===== src/rtl/regfile_pkg.sv =====
// rtl/regfile_pkg.sv - shared constants and bus-slicing helper for the register file
package regfile_pkg;

   localparam int DEF_DATA_W = 8;
   localparam int DEF_ADDR_W = 3;

   // Returns field idx of a flattened bus whose fields are width bits wide (width <= 32).
   function automatic logic [31:0] port_slice(input logic [127:0] bus, input int idx, input int width);
      logic [127:0] w_shifted;
      logic [31:0]  w_mask;
      w_shifted = bus >> (idx * width);
      w_mask    = (width >= 32) ? 32'hFFFF_FFFF : ((32'h1 << width) - 32'h1);
      return w_shifted[31:0] & w_mask;
   endfunction

endpackage


===== src/rtl/regfile_sb_if.sv =====
// rtl/regfile_sb_if.sv - write, read, issue and scoreboard signals of the register file
interface regfile_sb_if #(
   parameter int DATA_W   = 8,
   parameter int ADDR_W   = 3,
   parameter int RD_PORTS = 2
);
   localparam int NUM_REGS = 2 ** ADDR_W;

   logic                         reg_write;
   logic [ADDR_W-1:0]            write_reg;
   logic [DATA_W-1:0]            write_data;
   logic [RD_PORTS*ADDR_W-1:0]   read_reg;
   logic [RD_PORTS*DATA_W-1:0]   read_data;
   logic [RD_PORTS-1:0]          read_busy;
   logic                         issue_valid;
   logic [ADDR_W-1:0]            issue_reg;
   logic                         issue_ready;
   logic                         flush;
   logic [NUM_REGS-1:0]          busy_vec;

   modport master (
      output reg_write, write_reg, write_data, read_reg, issue_valid, issue_reg, flush,
      input  read_data, read_busy, issue_ready, busy_vec
   );

   modport slave (
      input  reg_write, write_reg, write_data, read_reg, issue_valid, issue_reg, flush,
      output read_data, read_busy, issue_ready, busy_vec
   );

endinterface


===== src/rtl/regfile_scoreboard.sv =====
// rtl/regfile_scoreboard.sv - per-register busy bits tracking in-flight producers
module regfile_scoreboard
   import regfile_pkg::*;
#(
   parameter int ADDR_W   = DEF_ADDR_W,
   parameter int ZERO_REG = 0
) (
   input  logic                    clk,
   input  logic                    rst_n,
   input  logic                    i_reg_write,
   input  logic [ADDR_W-1:0]       i_write_reg,
   input  logic                    i_issue_valid,
   input  logic [ADDR_W-1:0]       i_issue_reg,
   input  logic                    i_flush,
   output logic                    o_issue_ready,
   output logic [2**ADDR_W-1:0]    o_busy_vec
);
   localparam int NUM_REGS = 2 ** ADDR_W;

   logic [NUM_REGS-1:0] r_busy;
   logic [NUM_REGS-1:0] w_busy_nxt;
   logic                w_issue_zero;
   logic                w_write_hits_issue;
   logic                w_issue_acc;

   assign w_issue_zero       = (ZERO_REG != 0) && (i_issue_reg == '0);
   assign w_write_hits_issue = i_reg_write && (i_write_reg == i_issue_reg);

   // A retiring write to the same register frees the slot for a back-to-back WAW claim.
   assign o_issue_ready = w_issue_zero | ~r_busy[i_issue_reg] | w_write_hits_issue;
   assign w_issue_acc   = i_issue_valid & o_issue_ready & ~i_flush & ~w_issue_zero;

   // Later assignments take priority: flush, then claim, then write-clear.
   always_comb begin
      w_busy_nxt = r_busy;
      if (i_reg_write) begin
         w_busy_nxt[i_write_reg] = 1'b0;
      end
      if (w_issue_acc) begin
         w_busy_nxt[i_issue_reg] = 1'b1;
      end
      if (i_flush) begin
         w_busy_nxt = '0;
      end
      if (ZERO_REG != 0) begin
         w_busy_nxt[0] = 1'b0;
      end
   end

   always_ff @(posedge clk or negedge rst_n) begin
      if (!rst_n) begin
         r_busy <= '0;
      end else begin
         r_busy <= w_busy_nxt;
      end
   end

   assign o_busy_vec = r_busy;

endmodule


===== src/rtl/regfile_sb.sv =====
// rtl/regfile_sb.sv - multi-port register file with write bypass and hazard scoreboard
module regfile_sb
   import regfile_pkg::*;
#(
   parameter int DATA_W   = DEF_DATA_W,
   parameter int ADDR_W   = DEF_ADDR_W,
   parameter int RD_PORTS = 2,
   parameter int ZERO_REG = 0,
   parameter int BYPASS   = 1
) (
   input logic          clk,
   input logic          rst_n,
   regfile_sb_if.slave  bus
);
   localparam int NUM_REGS = 2 ** ADDR_W;

   logic [DATA_W-1:0]   r_regs [NUM_REGS];
   logic [NUM_REGS-1:0] w_busy_vec;
   logic                w_wr_en;

   // Writes to a hardwired zero register are dropped here, which also keeps them out of bypass.
   assign w_wr_en = bus.reg_write && !((ZERO_REG != 0) && (bus.write_reg == '0));

   always_ff @(posedge clk or negedge rst_n) begin
      if (!rst_n) begin
         for (int r = 0; r < NUM_REGS; r++) begin
            r_regs[r] <= '0;
         end
      end else if (w_wr_en) begin
         r_regs[bus.write_reg] <= bus.write_data;
      end
   end

   for (genvar i = 0; i < RD_PORTS; i++) begin : g_rd
      logic [ADDR_W-1:0] w_idx;
      logic              w_zero;
      logic              w_hit;
      logic [DATA_W-1:0] w_data;

      assign w_idx  = ADDR_W'(port_slice(128'(bus.read_reg), i, ADDR_W));
      assign w_zero = (ZERO_REG != 0) && (w_idx == '0);
      assign w_hit  = (BYPASS != 0) && w_wr_en && (bus.write_reg == w_idx);

      always_comb begin
         w_data = r_regs[w_idx];
         if (w_hit) begin
            w_data = bus.write_data;
         end
         if (w_zero) begin
            w_data = '0;
         end
      end

      assign bus.read_data[i*DATA_W +: DATA_W] = w_data;
      assign bus.read_busy[i]                  = w_busy_vec[w_idx] & ~w_hit & ~w_zero;
   end

   regfile_scoreboard #(
      .ADDR_W   (ADDR_W),
      .ZERO_REG (ZERO_REG)
   ) u_scoreboard (
      .clk           (clk),
      .rst_n         (rst_n),
      .i_reg_write   (bus.reg_write),
      .i_write_reg   (bus.write_reg),
      .i_issue_valid (bus.issue_valid),
      .i_issue_reg   (bus.issue_reg),
      .i_flush       (bus.flush),
      .o_issue_ready (bus.issue_ready),
      .o_busy_vec    (w_busy_vec)
   );

   assign bus.busy_vec = w_busy_vec;

endmodule


===== src/flat_wrapper.sv =====
// flat-port wrapper written by rule: the top's interface ports become plain ports
module regfile_sb_flat import regfile_pkg::*;
#(
   parameter int DATA_W   = DEF_DATA_W,
   parameter int ADDR_W   = DEF_ADDR_W,
   parameter int RD_PORTS = 2,
   parameter int ZERO_REG = 0,
   parameter int BYPASS   = 1
)
  (clk, rst_n, bus_reg_write, bus_write_reg, bus_write_data, bus_read_reg, bus_issue_valid, bus_issue_reg, bus_flush, bus_read_data, bus_read_busy, bus_issue_ready, bus_busy_vec);
  regfile_sb_if #(.DATA_W(DATA_W), .ADDR_W(ADDR_W), .RD_PORTS(RD_PORTS)) bus_i ();
  input logic clk;
  input logic rst_n;
  input wire logic [$bits(bus_i.reg_write)-1:0] bus_reg_write;
  input wire logic [$bits(bus_i.write_reg)-1:0] bus_write_reg;
  input wire logic [$bits(bus_i.write_data)-1:0] bus_write_data;
  input wire logic [$bits(bus_i.read_reg)-1:0] bus_read_reg;
  input wire logic [$bits(bus_i.issue_valid)-1:0] bus_issue_valid;
  input wire logic [$bits(bus_i.issue_reg)-1:0] bus_issue_reg;
  input wire logic [$bits(bus_i.flush)-1:0] bus_flush;
  output wire logic [$bits(bus_i.read_data)-1:0] bus_read_data;
  output wire logic [$bits(bus_i.read_busy)-1:0] bus_read_busy;
  output wire logic [$bits(bus_i.issue_ready)-1:0] bus_issue_ready;
  output wire logic [$bits(bus_i.busy_vec)-1:0] bus_busy_vec;
  assign bus_i.reg_write = bus_reg_write;
  assign bus_i.write_reg = bus_write_reg;
  assign bus_i.write_data = bus_write_data;
  assign bus_i.read_reg = bus_read_reg;
  assign bus_i.issue_valid = bus_issue_valid;
  assign bus_i.issue_reg = bus_issue_reg;
  assign bus_i.flush = bus_flush;
  assign bus_read_data = bus_i.read_data;
  assign bus_read_busy = bus_i.read_busy;
  assign bus_issue_ready = bus_i.issue_ready;
  assign bus_busy_vec = bus_i.busy_vec;
  regfile_sb #(.DATA_W(DATA_W), .ADDR_W(ADDR_W), .RD_PORTS(RD_PORTS), .ZERO_REG(ZERO_REG), .BYPASS(BYPASS)) u_core (.clk(clk), .rst_n(rst_n), .bus(bus_i));
endmodule

===== config.mk =====
export PLATFORM = sky130hd
export DESIGN_NAME = regfile_sb_flat
export DESIGN_NICKNAME = d
export VERILOG_FILES = /design/src/rtl/regfile_pkg.sv /design/src/rtl/regfile_sb_if.sv /design/src/rtl/regfile_scoreboard.sv /design/src/rtl/regfile_sb.sv /design/src/flat_wrapper.sv
export SDC_FILE = /design/constraint.sdc
export NUM_CORES = 1
export LEC_CHECK = 0
export BUFFER_PORTS_ARGS = -buffer_cell sky130_fd_sc_hd__buf_4
export CAP_MARGIN = 15
export CORE_MARGIN = 3
export CORE_UTILIZATION = 40
export DETAILED_ROUTE_END_ITERATION = 10
export PLACE_DENSITY = 0.6
export SLEW_MARGIN = 20
export SYNTH_ARGS = -nofsm -noshare
export SYNTH_HDL_FRONTEND = slang
export SYNTH_SLANG_ARGS = --single-unit

===== constraint.sdc =====
create_clock -name clk -period 2.1 [get_ports clk]
set_input_delay 0.42 -clock clk [delete_from_list [all_inputs] [get_ports clk]]
set_output_delay 0.42 -clock clk [all_outputs]
set_load 0.005 [all_outputs]

* Yosys cells after proc, flatten, opt, wreduce, memory -nomap -nowiden
Cells that the tools add are included.
** Word-level totals
- Bits in registers :: 72
- Bits of input ports :: 25
- Output and inout bits :: 27
- Word-level logic and storage cells :: 67
** Cells by class
- $lt $le $gt $ge :: 10
- Eq/ne operators :: 3
- Multiplexer cells :: 24
- Bitwise operators :: 15
- Reduce and logical (&&, ||, !) cells :: 6
** Operator list (count)
- $mux W8 :: 10
- $bwmux W64 :: 1
- $bmux W8 S3 :: 2
- $demux W8 S3 :: 1
- $lt A3 B4 Y1 const B :: 4
- $ge A4 B4 Y1 const B :: 3
- $not A3 Y4 :: 3
- $bmux W1 S3 :: 3
- $eq A3 B3 Y1 :: 3
- $and A8 B8 Y8 :: 1
- $not A8 Y8 :: 1
- $or A8 B8 Y8 :: 1
- $demux W1 S3 :: 2
- $ge A3 B1 Y1 const B :: 2
- $logic_and A1 B1 Y1 :: 6
- $mux W1 :: 5
- $and A1 B1 Y1 :: 4
- $lt A4 B1 Y1 const B :: 1
- $not A1 Y1 :: 4
- $or A1 B1 Y1 :: 1

* Logic depth before layout (Yosys ltp)
- Depth in word-level cells :: 10
- Mapped depth :: 7
- Mapped depth without buffers :: 4

* Hierarchy
Synthesis repeated with hierarchy kept, for this count alone.
** Unflattened totals
- Cell total of the unflattened synthesis :: 308
- Area total of the unflattened synthesis :: 4525.6 um^2
** Modules (own cells, without submodules)
- regfile_sb :: instances 1, cells an instance 240, area an instance 3903.7 um^2, sequential area each 1601.5 um^2
- regfile_scoreboard :: instances 1, cells an instance 68, area an instance 621.8 um^2, sequential area each 200.2 um^2

* Worst setup path after synthesis
Ideal clock, no wire load.
- Path type :: input port to output port
- Start point :: input port bus_read_reg[0]
- End point :: output port bus_read_data[6]
- Arrival :: 1.489 ns
- Data required time :: 1.680 ns
- Slack :: 0.191 ns
- Stages on the path :: 5
- Path buffers :: 2
- Cell sequence :: buf_6 -> buf_6 -> mux4_1 -> mux2i_1 -> a21oi_1
** On the way
- Word-level cells in the longest chain between the ends :: 5
- Elaborated cells on any way between the ends :: 7
- Those cells by class :: eq/ne: 1; mux: 4; bitwise: 1; reduce/logical: 1
** Ends and longest elaborated chain
- from (decl) :: line flat_wrapper.sv:17 : input wire logic [$bits(bus_i.read_reg)-1:0] bus_read_reg;
- $not A3 Y4 (not written as such) :: line regfile_sb.sv:45 : w_data = r_regs[w_idx];
- $bmux W8 S3 :: line regfile_sb.sv:45
- $mux W8 (not written as such) (2 in series) :: line regfile_sb.sv:45
- $mux W8 (*) :: line regfile_sb.sv:46 : if (w_hit) begin
- to (decl) :: line flat_wrapper.sv:21 : output wire logic [$bits(bus_i.read_data)-1:0] bus_read_data;
Every way passes the cells marked *; elsewhere a longest branch is shown, timed or not. The select of a mux whose other input is x is not followed.

* Final worst setup path
- Start point :: register u_core.u_scoreboard.r_busy[7], in the netlist u_core.u_scoreboard.o_busy_vec[7]
- End point :: output port bus_read_busy[1]
** On the way
- Word-level cells in the longest chain between the ends :: 3
** Ends and longest elaborated chain
- from (decl) :: line regfile_scoreboard.sv:20 : logic [NUM_REGS-1:0] r_busy;
- from (signal assigned) :: line regfile_scoreboard.sv:54 : r_busy <= w_busy_nxt;
- $bmux W1 S3 :: line regfile_sb.sv:55 : assign bus.read_busy[i] = w_busy_vec[w_idx] & ~w_hit & ~w_zero;
- $mux W1 (not written as such) :: line regfile_sb.sv:55
- $and A1 B1 Y1 :: line regfile_sb.sv:55
- to (decl) :: line flat_wrapper.sv:22 : output wire logic [$bits(bus_i.read_busy)-1:0] bus_read_busy;
Every way passes these cells. The select of a mux whose other input is x is not followed.

==> impl_results.md <==
* Status: completed
* CP max stage delay at 450 ps
* Antenna viol nets, final at 0
* Total of max-cap violations at 0
* Drt pass-1 iters at 4
* Htree depth at 3
* Post-route setup TNS at 0 ps
* Critical path type: reg2out
* Largest net degree at the start of global routing at 33
* Minimum clock period at 2090 ps
* Top_reg_cell synth: dfrtp_1
* TritonCTS clock tree: yes
* Endpoint class of the critical path: primary output
* Post-synth EDFFs at 0
* Maximum vdd drop at 0.359 mV
* Max FO, Critical Path at 3
* Pwr Total at 4.35 mW
* Num ports at 52
* Worst min path class: in2reg
* Share of the synthesized area in the top cell type at 0.413
* Vias per cell at 5.72
* Top cells by area, synth: dfrtp_1 41%, mux2_2 17%, mux4_2 17%, mux2i_1 4.1%, mux4_1 2.4%
* DIE WIDTH at 110 um
* Slew Limit Headroom at 0.760
* WL/cell at 20.7 um
* Core box area at 10500 um^2
* Syn_area_per_cell at 13.7 um^2
* Syn nets at 343
* Worst-path cell with the longest stage delay: mux4_2
* Worst EP required at 1680 ps
* Synth unique cells at 40
* Startpoint Class: flop
* Routability cong. at 0.840
* Period utilisation layout at 0.996
* Grt total ovfl at 0
* All-Layer GR Usage at 0.191
* DR DRC count at 0
* Initial Utilization at 0.417
* Cell accounting for the most synthesized area: dfrtp_1
* Clock transition at path regs at 80 ps
* Initial antenna violation count at 0
* Port Buffers at 51
* Final Skew at 14.3 ps
* Die Area at 12200 um^2
* CTS buffer count at 9
* Most common cell in the netlist: dfrtp_1
* Layout cells sized above 1 at 0.549
* Synth-to-Final Area Change at 23.9%
* Worst skew pair latency at 340 ps
* CTS Sinks at 72
* Worst-path cell chain: buf_6, mux4_2, mux2i_1, nor2_1, buf_4
* Root buffer cell: clkbuf_8
* Synth async-reset ratio at 1.00
* Vias at 3036
* Sequential area share after synthesis at 0.413
* Die H at 110 um
* Mapped Cells at 318
* CTS Buffer Depth at 2
* Synth Warn # at 0
* HPWL Detailed at 7850 um
* Worst EP arrival at 1670 ps
* Finished Core Util at 0.516
* Seq cells post-synth at 72
* Leak at 2.35 nW
* Rows at 37
* Hold Violations, Final at 0
* PwrDens at 806 nW/um^2
* Max Clock Freq at 478 MHz
* Final nets at 415
* RSZ-0062 raised after global routing: true
* Routed Wire Length at 11000 um
* Hold slack at 350 ps
* Ant diodes at 0
* Post-synth top cells: 72 x dfrtp_1, 66 x mux2_2, 32 x mux4_2, 21 x nor2_1, 18 x mux2i_1
* Pins Over Slew Limit at 0
* Worst Tran Pin Value at 360 ps
* Post-Syn Area at 4360 um^2
* First-pass GRT wire length at 17100 um
* Vias in the first global route at 3044
* Setup violators final at 0
* 1st-iter DRT viols at 160
## cell type report
class	count	area, um^2
clock buffer	12	165
clock inverter	4	73.8
fill	950	5060
inverter	4	15.0
multi-input combinational	212	2370
sequential	72	1800
tap	136	170
timing repair buffer	91	802
## routing by layer
metal	global-route usage	part of all wire	vias up
met3	0.0245	0.042	12
met1	0.271	0.45	1600
met4	0.0449	0.010	0
met2	0.314	0.50	68
li1	-	-	1356
met5	0	0	-
## path summary, 6_finish.rpt
kind	from	endpoint	slack [ps]	cells past startpoint
max	u_core.u_scoreboard.o_busy_vec[7]$_DFF_PN0_	bus_read_busy[1]	8	5
min	bus_issue_reg[2]	u_core.u_scoreboard.o_busy_vec[1]$_DFF_PN0_	350	2
max reg2reg	u_core.u_scoreboard.o_busy_vec[3]$_DFF_PN0_	u_core.u_scoreboard.o_busy_vec[1]$_DFF_PN0_	650	4
min reg2reg	u_core.r_regs[5]$_DFFE_PN0P_	u_core.r_regs[5]$_DFFE_PN0P_	530	1
max in group asynchronous	rst_n	u_core.r_regs[56]$_DFFE_PN0P_	1010	3
min in group asynchronous	rst_n	u_core.r_regs[51]$_DFFE_PN0P_	530	2
## through the flow
step	setup WS, ps	std cells	area (um^2)
finish	8.20	531	5400
global route	-54.8	531	5400
CTS	-6.21	528	5350
detailed placement	17.3	508	5070
global placement	34.7	508	5070
floorplan	191	318	4360
## where the power goes
| group | internal (mW) | leakage (nW) | switching (mW) |
|---|---|---|---|
| combinational | 0.766 | 1.35 | 0.427 |
| clock | 0.769 | 0.123 | 0.530 |
| sequential | 1.66 | 0.879 | 0.196 |
## flip-flops by register name (all words and copies together), names as in the netlist
register                        count
u_core.r_regs                      64
u_core.u_scoreboard.o_busy_vec      8
## timing repair
| item | in CTS | in global routing |
|---|---|---|
| setup endpoints to repair | 1 | 13 |
| pin swaps | 1 | 6 |
| endpoints found under the hold margin | 22 | 0 |
| setup buffers | 3 | 2 |
| resized for setup | 2 | 6 |
| gates cloned | 0 | 1 |
| hold buffers | 1 | 0 |
## worst max-delay path: cells and delay by family (launching register included)
family                 cells  cell delay [ps]
buffers and inverters      2              260
flip-flops                 1              420
AND/OR/NAND/NOR            1               60
multiplexers               2              590
## cell usage in the layout (no fill, tap or decap), drive strengths merged
cell type and count:
nand2 4, inv 5, o2111ai 1, or3b 1, o22ai 1, nand3 3, dfrtp 72, xnor2 9
bufinv 2, o41ai 1, nor3b 4, nand4b 3, a31oi 3, nor3 2, o21ai 3, a32o 1
nor4bb 2, dlygate4sd3 1, clkbuf 13, nor4b 1, clkinv 1, nor2 21, mux2 66, buf 89
o31ai 2, nand2b 3, nand4 3, mux4 36, nor2b 2, o21bai 1, and4 1, a21oi 17
o32ai 1, mux2i 18, a21o 1, a221oi 1
## cells by family after synthesis
kind of cell,share of synthesized area
muxes,0.401
buffers and inverters,0.0474
DFF,0.413
and+or+nand+nor,0.0726
AOI/OAI and AO/OA,0.0474
xor gates and xnor gates,0.0181
Power figures use the tool's default switching activity.
